[src/rtl/vga_pkg.sv]
// Shared types and default 640x480@60 timing for the framebuffer scanout path.
// The colour-bar helper is used only when VGA_TEST_PATTERN_EN is defined.
package vga_pkg;

  localparam int DEF_H_ACTIVE = 640;
  localparam int DEF_H_FP     = 16;
  localparam int DEF_H_SYNC   = 96;
  localparam int DEF_H_BP     = 48;
  localparam int DEF_V_ACTIVE = 480;
  localparam int DEF_V_FP     = 10;
  localparam int DEF_V_SYNC   = 2;
  localparam int DEF_V_BP     = 33;

  localparam int FB_W  = 80;
  localparam int FB_H  = 60;
  localparam int FB_AW = 13;

  typedef struct packed {
    logic [3:0] red;
    logic [3:0] green;
    logic [3:0] blue;
  } rgb_t;

  typedef struct packed {
    logic hsync;
    logic vsync;
    rgb_t rgb;
  } vga_out_t;

  // Bars run white, yellow, cyan, green, magenta, red, blue, black.
  function automatic rgb_t bar_colour(input logic [2:0] idx);
    rgb_t c;
    c.red   = {4{~idx[1]}};
    c.green = {4{~idx[2]}};
    c.blue  = {4{~idx[0]}};
    return c;
  endfunction

endpackage

[src/rtl/vga_timing.sv]
// Raster counters and stage-S0 sync/visible/frame-start decode.
module vga_timing
  import vga_pkg::*;
#(
  parameter int H_ACTIVE = DEF_H_ACTIVE,
  parameter int H_FP     = DEF_H_FP,
  parameter int H_SYNC   = DEF_H_SYNC,
  parameter int H_BP     = DEF_H_BP,
  parameter int V_ACTIVE = DEF_V_ACTIVE,
  parameter int V_FP     = DEF_V_FP,
  parameter int V_SYNC   = DEF_V_SYNC,
  parameter int V_BP     = DEF_V_BP,
  parameter int HW       = $clog2(H_ACTIVE + H_FP + H_SYNC + H_BP),
  parameter int VW       = $clog2(V_ACTIVE + V_FP + V_SYNC + V_BP)
) (
  input  logic          clk,
  input  logic          rst_n,
  output logic [HW-1:0] hcnt,
  output logic [VW-1:0] vcnt,
  output logic          vis,
  output logic          hs,
  output logic          vs,
  output logic          fs
);

  localparam logic [HW-1:0] H_LAST = HW'(H_ACTIVE + H_FP + H_SYNC + H_BP - 1);
  localparam logic [HW-1:0] H_VIS  = HW'(H_ACTIVE);
  localparam logic [HW-1:0] HS_BEG = HW'(H_ACTIVE + H_FP);
  localparam logic [HW-1:0] HS_END = HW'(H_ACTIVE + H_FP + H_SYNC);
  localparam logic [VW-1:0] V_LAST = VW'(V_ACTIVE + V_FP + V_SYNC + V_BP - 1);
  localparam logic [VW-1:0] V_VIS  = VW'(V_ACTIVE);
  localparam logic [VW-1:0] VS_BEG = VW'(V_ACTIVE + V_FP);
  localparam logic [VW-1:0] VS_END = VW'(V_ACTIVE + V_FP + V_SYNC);

  always_ff @(posedge clk or negedge rst_n) begin
    if (!rst_n) begin
      hcnt <= '0;
      vcnt <= '0;
    end else if (hcnt == H_LAST) begin
      hcnt <= '0;
      vcnt <= (vcnt == V_LAST) ? '0 : vcnt + VW'(1);
    end else begin
      hcnt <= hcnt + HW'(1);
    end
  end

  assign vis = (hcnt < H_VIS) && (vcnt < V_VIS);
  assign hs  = (hcnt >= HS_BEG) && (hcnt < HS_END);
  assign vs  = (vcnt >= VS_BEG) && (vcnt < VS_END);
  assign fs  = (hcnt == '0) && (vcnt == '0);

endmodule

[src/rtl/vga_scanout.sv]
// Framebuffer reader and VGA raster generator with a fixed two-clock pipeline.
// Define VGA_TEST_PATTERN_EN to add the i_testPat colour-bar override.
module vga_scanout #(
  parameter int   H_ACTIVE  = vga_pkg::DEF_H_ACTIVE,
  parameter int   H_FP      = vga_pkg::DEF_H_FP,
  parameter int   H_SYNC    = vga_pkg::DEF_H_SYNC,
  parameter int   H_BP      = vga_pkg::DEF_H_BP,
  parameter int   V_ACTIVE  = vga_pkg::DEF_V_ACTIVE,
  parameter int   V_FP      = vga_pkg::DEF_V_FP,
  parameter int   V_SYNC    = vga_pkg::DEF_V_SYNC,
  parameter int   V_BP      = vga_pkg::DEF_V_BP,
  parameter logic SYNC_POL  = 1'b0,
  parameter int   PXL_SCALE = 8,
  parameter int   FB_AW     = vga_pkg::FB_AW
) (
  input  logic              i_clk,
  input  logic              i_reset_n,
  output logic [FB_AW-1:0]  o_fbAddr,
  input  logic [11:0]       i_fbData,
`ifdef VGA_TEST_PATTERN_EN
  input  logic              i_testPat,
`endif
  output vga_pkg::vga_out_t o_vgaData,
  output logic              o_active,
  output logic              o_frameStart
);
  import vga_pkg::*;

  localparam int SCALE_SH = $clog2(PXL_SCALE);
  localparam int HW       = $clog2(H_ACTIVE + H_FP + H_SYNC + H_BP);
  localparam int VW       = $clog2(V_ACTIVE + V_FP + V_SYNC + V_BP);

  logic [HW-1:0] hcnt;
  logic [VW-1:0] vcnt;
  logic          vis;
  logic          hs;
  logic          vs;
  logic          fs;
  logic          vis_d1;
  logic          hs_d1;
  logic          vs_d1;
  logic          fs_d1;
  rgb_t          pix;

  vga_timing #(
    .H_ACTIVE (H_ACTIVE),
    .H_FP     (H_FP),
    .H_SYNC   (H_SYNC),
    .H_BP     (H_BP),
    .V_ACTIVE (V_ACTIVE),
    .V_FP     (V_FP),
    .V_SYNC   (V_SYNC),
    .V_BP     (V_BP),
    .HW       (HW),
    .VW       (VW)
  ) u_timing (
    .clk   (i_clk),
    .rst_n (i_reset_n),
    .hcnt  (hcnt),
    .vcnt  (vcnt),
    .vis   (vis),
    .hs    (hs),
    .vs    (vs),
    .fs    (fs)
  );

  // Row-major framebuffer, one word per PXL_SCALE x PXL_SCALE block; blanking parks on 0.
  assign o_fbAddr = vis
    ? FB_AW'((int'(vcnt) >> SCALE_SH) * (H_ACTIVE / PXL_SCALE) + (int'(hcnt) >> SCALE_SH))
    : '0;

  always_ff @(posedge i_clk or negedge i_reset_n) begin
    if (!i_reset_n) begin
      vis_d1 <= 1'b0;
      hs_d1  <= 1'b0;
      vs_d1  <= 1'b0;
      fs_d1  <= 1'b0;
    end else begin
      vis_d1 <= vis;
      hs_d1  <= hs;
      vs_d1  <= vs;
      fs_d1  <= fs;
    end
  end

`ifdef VGA_TEST_PATTERN_EN
  localparam int BAR_W = H_ACTIVE / 8;
  logic [2:0] bar_d1;

  // Bar index travels with the S1 flags so it lines up with the output pixel.
  always_ff @(posedge i_clk or negedge i_reset_n) begin
    if (!i_reset_n) begin
      bar_d1 <= 3'd0;
    end else begin
      bar_d1 <= 3'(int'(hcnt) / BAR_W);
    end
  end

  always_comb begin
    pix = rgb_t'(i_fbData);
    if (i_testPat) begin
      pix = bar_colour(bar_d1);
    end
  end
`else
  assign pix = rgb_t'(i_fbData);
`endif

  always_ff @(posedge i_clk or negedge i_reset_n) begin
    if (!i_reset_n) begin
      o_vgaData.hsync <= ~SYNC_POL;
      o_vgaData.vsync <= ~SYNC_POL;
      o_vgaData.rgb   <= '0;
      o_active        <= 1'b0;
      o_frameStart    <= 1'b0;
    end else begin
      o_vgaData.hsync <= hs_d1 ? SYNC_POL : ~SYNC_POL;
      o_vgaData.vsync <= vs_d1 ? SYNC_POL : ~SYNC_POL;
      o_vgaData.rgb   <= vis_d1 ? pix : '0;
      o_active        <= vis_d1;
      o_frameStart    <= fs_d1;
    end
  end

endmodule

[config.mk]
export PLATFORM = sky130hd
export DESIGN_NAME = vga_scanout
export DESIGN_NICKNAME = d
export VERILOG_FILES = /design/src/rtl/vga_pkg.sv /design/src/rtl/vga_timing.sv /design/src/rtl/vga_scanout.sv
export SDC_FILE = /design/constraint.sdc
export NUM_CORES = 1
export LEC_CHECK = 0
export BUFFER_PORTS_ARGS = -buffer_cell sky130_fd_sc_hd__buf_2
export CAP_MARGIN = 20
export CELL_PAD_IN_SITES_DETAIL_PLACEMENT = 2
export CELL_PAD_IN_SITES_GLOBAL_PLACEMENT = 2
export CORE_ASPECT_RATIO = 1.2
export CORE_UTILIZATION = 39
export CTS_BUF_LIST = sky130_fd_sc_hd__clkbuf_2
export CTS_CLUSTER_DIAMETER = 120
export DETAILED_ROUTE_END_ITERATION = 10
export PLACE_DENSITY = 0.95
export SYNTH_ARGS = -nofsm -noshare
export SYNTH_HDL_FRONTEND = slang
export SYNTH_HIERARCHICAL = 1
export SYNTH_SLANG_ARGS = --single-unit
[constraint.sdc]
create_clock -name i_clk -period 6.05 [get_ports i_clk]
set_clock_uncertainty 0.1 [all_clocks]
set_input_delay 0.9075 -clock i_clk [delete_from_list [all_inputs] [get_ports i_clk]]
set_output_delay 0.9075 -clock i_clk [all_outputs]
set_load 0.1 [all_outputs]
Word level (Yosys, flattened, before mapping)

Cells that the tools add are included.

Memories kept: 0
Latch bits: 0
Flip-flop bits (word level): 40
Input port bits: 14
Memory bits (writable): 0
Memory bits (read-only): 0

Add/sub/neg operators: 3
Reductions and logical operators: 6
Equality and inequality tests: 2
Bitwise logic cells: 0
Muxes and demuxes: 6
$lt $le $gt $ge: 6
Divide/modulo/power cells: 0
Shifts and indexed selects: 0
$mul: 1

Operators with widths:

| kind                                                                                 | number |
|---|---|
| 10-bit by 1-bit adder with 10-bit output, second input constant                      | 2 |
| 10-bit == test, second input constant                                                | 2 |
| 10-bit zero test                                                                     | 2 |
| 10-bit less-than comparator, second input constant                                   | 2 |
| 10-bit by 9-bit less-than comparator with 1-bit output, second input constant        | 2 |
| 10-bit two-way mux                                                                   | 2 |
| 13-bit by 7-bit adder with 13-bit output                                             | 1 |
| 13-bit two-way mux                                                                   | 1 |
| 12-bit two-way mux                                                                   | 1 |
| 10-bit greater-or-equal comparator, second input constant                            | 1 |
| 10-bit by 9-bit greater-or-equal comparator with 1-bit output, second input constant | 1 |
| 7-bit by 3-bit multiplier with 9-bit output, second input constant                   | 1 |
| 1-bit logical AND                                                                    | 4 |
| 1-bit two-way mux                                                                    | 2 |

Depth between registers and ports, before layout

Gate-level depths: netlist of the first run.

Depth after elaboration: 3
Mapped depth: 8
Gate-level depth less buffers: 8

Hierarchy

Netlist of the first run, hierarchy kept.

By module, submodules not included:

| module      | area each (µm²) | cells an instance | times used | seq. area each (µm²) |
|---|---|---|---|---|
| vga_timing  | 1161.1          | 122               | 1          | 500.5 |
| vga_scanout | 1118.6          | 101               | 1          | 503.0 |

Least setup slack after synthesis of the first run

Ideal clock, no wire load.

Path type: reg2out
From: register u_timing.vcnt[4]
To: output port o_fbAddr[9]
Required time: 5043 ps
Setup slack: 1252 ps
Path buffers: 0
Stages on the path, launching flop included: 7
Data arrival time: 3790 ps
Cells stage by stage: dfrtp_1 > ha_1 > ha_1 > fa_1 > xor2_1 > and4_1 > nor3_1

Cells in the longest elaborated chain, start to end: 3
Elaborated cells between the ends (all ways): 5

Ends and longest elaborated chain:

| what                                                                                                                  | RTL line                            | source |
|---|---|---|
| from (decl)                                                                                                           | vga_timing.sv:19                    | `output logic [VW-1:0] vcnt,` |
| from (signal assigned)                                                                                                | vga_timing.sv:41                    | `vcnt <= (vcnt == V_LAST) ? '0 : vcnt + VW'(1);` |
| 7-bit by 3-bit multiplier with 9-bit output or 10-bit by 9-bit less-than comparator with 1-bit output (tied branches) | vga_scanout.sv:69, vga_timing.sv:47 |  |
| 13-bit by 7-bit adder with 13-bit output or 1-bit logical AND (tied branches)                                         | vga_scanout.sv:69, vga_timing.sv:47 |  |
| 13-bit two-way mux (*)                                                                                                | vga_scanout.sv:69                   | `? FB_AW'((int'(vcnt) >> SCALE_SH) * (H_ACTIVE / PXL_SCALE) + (int'(hcnt) >> SCALE_SH))` |
| to (decl)                                                                                                             | vga_scanout.sv:18                   | `output logic [FB_AW-1:0] o_fbAddr,` |

Mark *: on every way between the ends. The rest lies on a longest branch, timed or not.

Final worst setup path of the first run

From: register u_timing.vcnt[4]
To: output port o_fbAddr[12]

Same word-level chain as after synthesis.

==> results of run 1 <==
==> worst register-to-register path: cells and delay by family (launching register included) <==
family | cells | cell delay [ns]
AO/OA/AOI/OAI | 2 | 0.38
adder cells (fa/ha/maj) | 1 | 0.27
flip-flops | 1 | 0.47
AND/OR/NAND/NOR | 2 | 0.90
==> where the power goes <==
part	internal (mW)	leakage, nW	switching [mW]	total, mW
Sequential	0.272	0.499	0.00113	0.273
Clock	0.0295	0.0290	0.0940	0.123
Combinational	0.00765	0.765	0.0401	0.0478
Total	0.309	1.29	0.135	0.444
==> cells in the mapped netlist (all sizes together) <==
cell type / instances
o21a: 1
inv: 13
or2: 2
dfrtp: 38
and3: 3
a2bb2oi: 1
nand3: 11
o31ai: 1
nand2: 9
fa: 2
nor2: 15
a211oi: 1
a2111oi: 1
nand2b: 1
ha: 17
and3b: 1
o32a: 1
a211o: 2
nand4: 8
nor4b: 1
o211ai: 2
dfstp: 2
xor2: 8
o21bai: 3
o21ba: 1
and2: 19
mux2i: 1
o41ai: 1
nor2b: 4
nor4: 1
a21o: 3
a31oi: 5
buf: 6
xnor2: 9
and4: 4
a21oi: 4
nor3: 8
or3: 3
nor3b: 2
clkbuf: 2
o21ai: 6
==> area by class of cell <==
type,count,area (sq um),area share
clock inverters,2,12.51,0.004876
flip-flops and latches,40,1003,0.3910
clock buffers,6,30.03,0.01170
repair buffers,42,210.2,0.08191
inverters,13,48.80,0.01902
well taps,64,80.08,0.03120
diodes,1,2.502,0.0009751
multi-input cells,162,1179,0.4593
==> state kept, by name (all words and copies together), names as in the netlist <==
name           count
o_vgaData         14
u_timing/hcnt     10
u_timing/vcnt     10
fs_d1              1
hs_d1              1
o_active           1
o_frameStart       1
vis_d1             1
vs_d1              1
==> per-layer routing <==
| layer | wire length [um] | part of all wire | up-vias | global-route usage |
|---|---|---|---|---|
| met4 | 143 | 0.023 | 0 | 0.07665 |
| met1 | 2456 | 0.39 | 966 | 0.2562 |
| met5 | 0 | 0 | - | 0 |
| met3 | 123 | 0.020 | 11 | 0.03643 |
| met2 | 3539 | 0.57 | 25 | 0.4074 |
| li1 | - | - | 860 | - |
==> final timing paths <==
path,startpoint,to,slack [ns]
min in group asynchronous,i_reset_n,o_frameStart,0.50
setup reg to reg,u_timing/hcnt[0],u_timing/vcnt[2],3.88
max in group asynchronous,i_reset_n,u_timing/vcnt[6],4.79
hold reg to reg,vs_d1,o_vgaData[12],0.27
setup / recovery,u_timing/vcnt[4],o_fbAddr[12],1.72
hold / removal,vs_d1,o_vgaData[12],0.27
==> per-stage QoR <==
stage               area [sq um]  setup slack [ns]  cells  utilization  hold WS, ns
global placement            2521             2.303    321       0.4478       0.2384
detailed placement          2521             2.208    321       0.4478       0.2373
global route                2564             1.532    329       0.4553       0.2852
CTS                         2564             1.707    329       0.4553       0.2748
floorplan                   2280             1.252    223            -       0.2312
finish                      2566             1.724    330       0.4558       0.2699
==> cells by family after synthesis <==
kind of cell,after synthesis,synth area share
DFF,40,0.4402
AOI/OAI and AO/OA,33,0.1026
and+or+nand+nor,92,0.2338
xor gates and xnor gates,17,0.06532
buffers and inverters,21,0.04281
muxes,1,0.004391
adders and majority gates,19,0.1109
==> impl_metrics.yaml, run 1 <==
cts:
  htree_levels: 2
  hold_buffers: 0
  cts_tree: "done"
  cts-root-buf: "clkbuf_2"
  cts_sinks: 40
  path_clk_slew_ns: 0.21
  cts_buffer_depth: 2
  post_cts_resized: 0
  clk_latency_ns: 0.40
  numCtsBuffers: 5
  cts_setup_buffers: 0
setup_path:
  crit_required_ns: 5.04
  worstSetupPathType: "reg2out"
  cp.arrival_ns: 3.32
  cpMostUsedCell: "ha_1"
  ff2ff_path_depth: 5
  cp_top_family: "adder cells"
  end_kind: "output port"
  crit_chain: "ha_1, ha_1, fa_1, a21o_1, a21oi_1, xor2_1, o32a_1, or2_1, buf_2"
  crit_path_start_kind: "flop"
  cp_slowest_cell: "dfrtp_1"
  path_buf_inv: 1
  max_stage_delay_ns: 0.52
  cp.depth: 9
  crit_fanout: 8
yosys:
  syn_inst: 223
  synth_area_leaders: "dfrtp_1, ha_1, and2_1, xnor2_1, xor2_1"
  yosysWarnings: 6
  synth_fp_nets: 256
  avgSynthCellArea_sq_um: 10.22
  yosys.area.top_type_share: 0.4171
  syn-cell-area_sq_mm: 0.002280
  yosysSeqAreaShare: 0.4402
  yosys_register_bits: 40
  yosys.area.top_type: "dfrtp_1"
  yosysUniqueCellTypes: 47
sta:
  fin_crit_sh: 0.7151
  period_minus_slack_ns: 4.326
  rsz0062_at_grt: "false"
  relSlewSlack: 0.3899
  tns_ns: 0
  setup-violations-final: 0
  drv_slew: 0
  fmax_mhz: 231.1
  finalHoldViolations: 0
  worst_pin_slew_ns: 0.9151
final_layout:
  drive_gt1_frac: 0.2189
  syn_to_final_growth_pct: 12.57
  num-fill-cells: 621
  fin_nets: 297
  final_cell_mix: "buf_2, dfrtp_1, and2_1"
  mostFrequentLayoutCell: "buf_2"
routing:
  drc: 0
  wl_per_cell_um: 18.98
  wl_um: 6262
  dr.pass1.iters: 6
  drtIter0Drc: 74
  vias_per_cell: 5.642
  postRouteAntennaNets: 0
  vias: 1862
hold_path:
  min_delay_path_depth: 1
  min_path_type: "reg2reg"
floorplan:
  die_area_sq_mm: 0.006156
  start_util: 0.4049
  core_sq_mm: 0.005630
  die_height_um: 85.75
  row_count: 30
  die_w_um: 71.80
  ios: 43
grt:
  antenna_found_initial: 0
  grt_pass1_wl_um: 10340
  grt_pass1_vias: 1996
  grt_max_degree: 41
  grt_use_total: 0.2210
  grt_overflow: 0
pwr:
  leakage_nw: 1.293
  ir_drop_uv: 128.8
  p_total_uw: 444.2
  power_density_mw_per_mm2: 173.1
place:
  io_buffers: 42
  dp_hpwl_um: 4538
  gp_congestion: 0.8000
job:
  drv_cap: 0
run_status:
  status: "finished clean"
Power figures use the tool's default switching activity.
==> inputs of run 2 (changes only) <==
Settings changed: CORE_UTILIZATION 39 to 36, PLACE_DENSITY 0.95 to 0.9.
Clock period 6.05 ns to 4.35 ns, I/O delays scaled along.
==> impl_metrics.yaml, run 2 (synthesis results as in run 1) <==
run_status:
  status: "finished clean"
floorplan:
  ios: 43
  die_area_sq_mm: 0.006656
  start_util: 0.3744
  row_count: 31
  core_sq_mm: 0.006090
  die_w_um: 74.65
  die_height_um: 89.17
cts:
  cts_tree: "done"
  post_cts_resized: 0
  cts_buffer_depth: 2
  cts_sinks: 40
  hold_buffers: 0
  cts-root-buf: "clkbuf_2"
  path_clk_slew_ns: 0.25
  cts_setup_buffers: 0
  numCtsBuffers: 5
  clk_latency_ns: 0.42
  htree_levels: 2
sta:
  fmax_mhz: 247.5
  drv_slew: 0
  period_minus_slack_ns: 4.040
  worst_pin_slew_ns: 0.8793
  tns_ns: 0
  rsz0062_at_grt: "false"
  finalHoldViolations: 0
  fin_crit_sh: 0.9287
  relSlewSlack: 0.4138
  setup-violations-final: 0
  postLayoutSetupSlackWorst_ns: 0.3100
  hold_ws_ns: 0.2141
final_layout:
  fin_nets: 297
  reg_top3: "o_vgaData: 14 flops, u_timing/hcnt: 10 flops, u_timing/vcnt: 10 flops"
  syn_to_final_growth_pct: 13.67
  regMostFlops: "o_vgaData"
  drive_gt1_frac: 0.2226
  final_core_util: 0.4255
  largest_register_ffs: 14
  mostFrequentLayoutCell: "buf_2"
  stdcell_area_sq_mm: 0.002591
  final_cell_mix: "buf_2, dfrtp_1, and2_1"
  antenna_cells: 0
routing:
  vias_per_cell: 5.233
  postRouteAntennaNets: 0
  dr.pass1.iters: 4
  drc: 0
  vias: 1816
  wl_per_cell_um: 17.47
  drtIter0Drc: 52
  wl_um: 6063
place:
  io_buffers: 42
  dp_slack_ns: 0.7882
  placed_area_sq_mm: 0.002549
  dp_hpwl_um: 4286
  gp_congestion: 0.8183
hold_path:
  min_path_type: "in2async"
setup_path:
  cpMostUsedCell: "ha_1"
  crit_path_start_kind: "flop"
  cp.arrival_ns: 3.29
  max_stage_delay_ns: 0.51
  path_buf_inv: 1
  crit_fanout: 8
  worstSetupPathType: "reg2out"
  cp_slowest_cell: "dfrtp_1"
  cp_top_family: "adder cells"
  crit_chain: "ha_1, ha_1, fa_1, a21o_1, a21oi_1, xor2_1, o32a_1, or2_1, buf_2"
  crit_required_ns: 3.60
  end_kind: "output port"
grt:
  grt_pass1_vias: 1930
  antenna_found_initial: 0
  grt_max_degree: 41
  grt_overflow: 0
  grt_use_total: 0.1963
  grt_pass1_wl_um: 9708
pwr:
  leakage_nw: 1.298
  seq_power_share: 0.616
  power.switching_uw: 187.7
  power_density_mw_per_mm2: 238.3
  share_clk_of_total_power: 0.276
  intPower_uw: 429.7
  swShare: 0.3039
  ir_drop_uv: 160.0
  share_comb_of_total_power: 0.108
job:
  drv_cap: 0
## run 2: changes by cell type in the layout (fill, tap and decap cells not counted)
cell,delta
diode_2,-1
nor3_1,-1
nor3_2,+1
## run 2: layer usage
metal,track usage,wire (um),vias up
met4,0.06861,100,0
li1,-,-,860
met2,0.3726,3438,24
met1,0.2198,2422,928
met3,0.02818,101,4
met5,0,0,-
## run 2: power groups by stage
stage                     combinational, mW  clock (mW)  sequential [mW]
after floorplan                     0.00375           0            0.429
after global placement               0.0655           0            0.385
after global routing                 0.0697       0.191            0.381
after detailed placement             0.0672           0            0.386
final                                0.0666       0.171            0.380
after CTS                            0.0678       0.182            0.381
## run 2: stage by stage
step                      instances  power [mW]
after floorplan                 223      0.4323
after global placement          339      0.4509
after detailed placement        339      0.4533
after CTS                       347      0.6299
after global routing            347      0.6419
final                           347      0.6174
## run 2: area by class of cell
cell class              count  area [sq um]
clock buffers               6         30.03
clock inverters             2         12.51
fillers                   686          3498
inverters                  13         48.80
multi-input cells         162          1184
flip-flops and latches     40          1003
well taps                  82         102.6
repair buffers             42         210.2
## run 2: final timing paths
| check | depth (start not counted) | endpoint | from | slack [ns] |
|---|---|---|---|---|
| worst max-delay path | 9 | o_fbAddr[12] | u_timing/vcnt[4] | 0.31 |
| worst min-delay path | 1 | o_vgaData[3] | i_reset_n | 0.21 |
| worst max register to register | 5 | u_timing/vcnt[2] | u_timing/hcnt[0] | 2.20 |
| worst min register to register | 1 | o_vgaData[13] | hs_d1 | 0.27 |
| max in group asynchronous | 1 | hs_d1 | i_reset_n | 3.35 |
| min in group i_clk | 1 | o_vgaData[13] | hs_d1 | 0.27 |
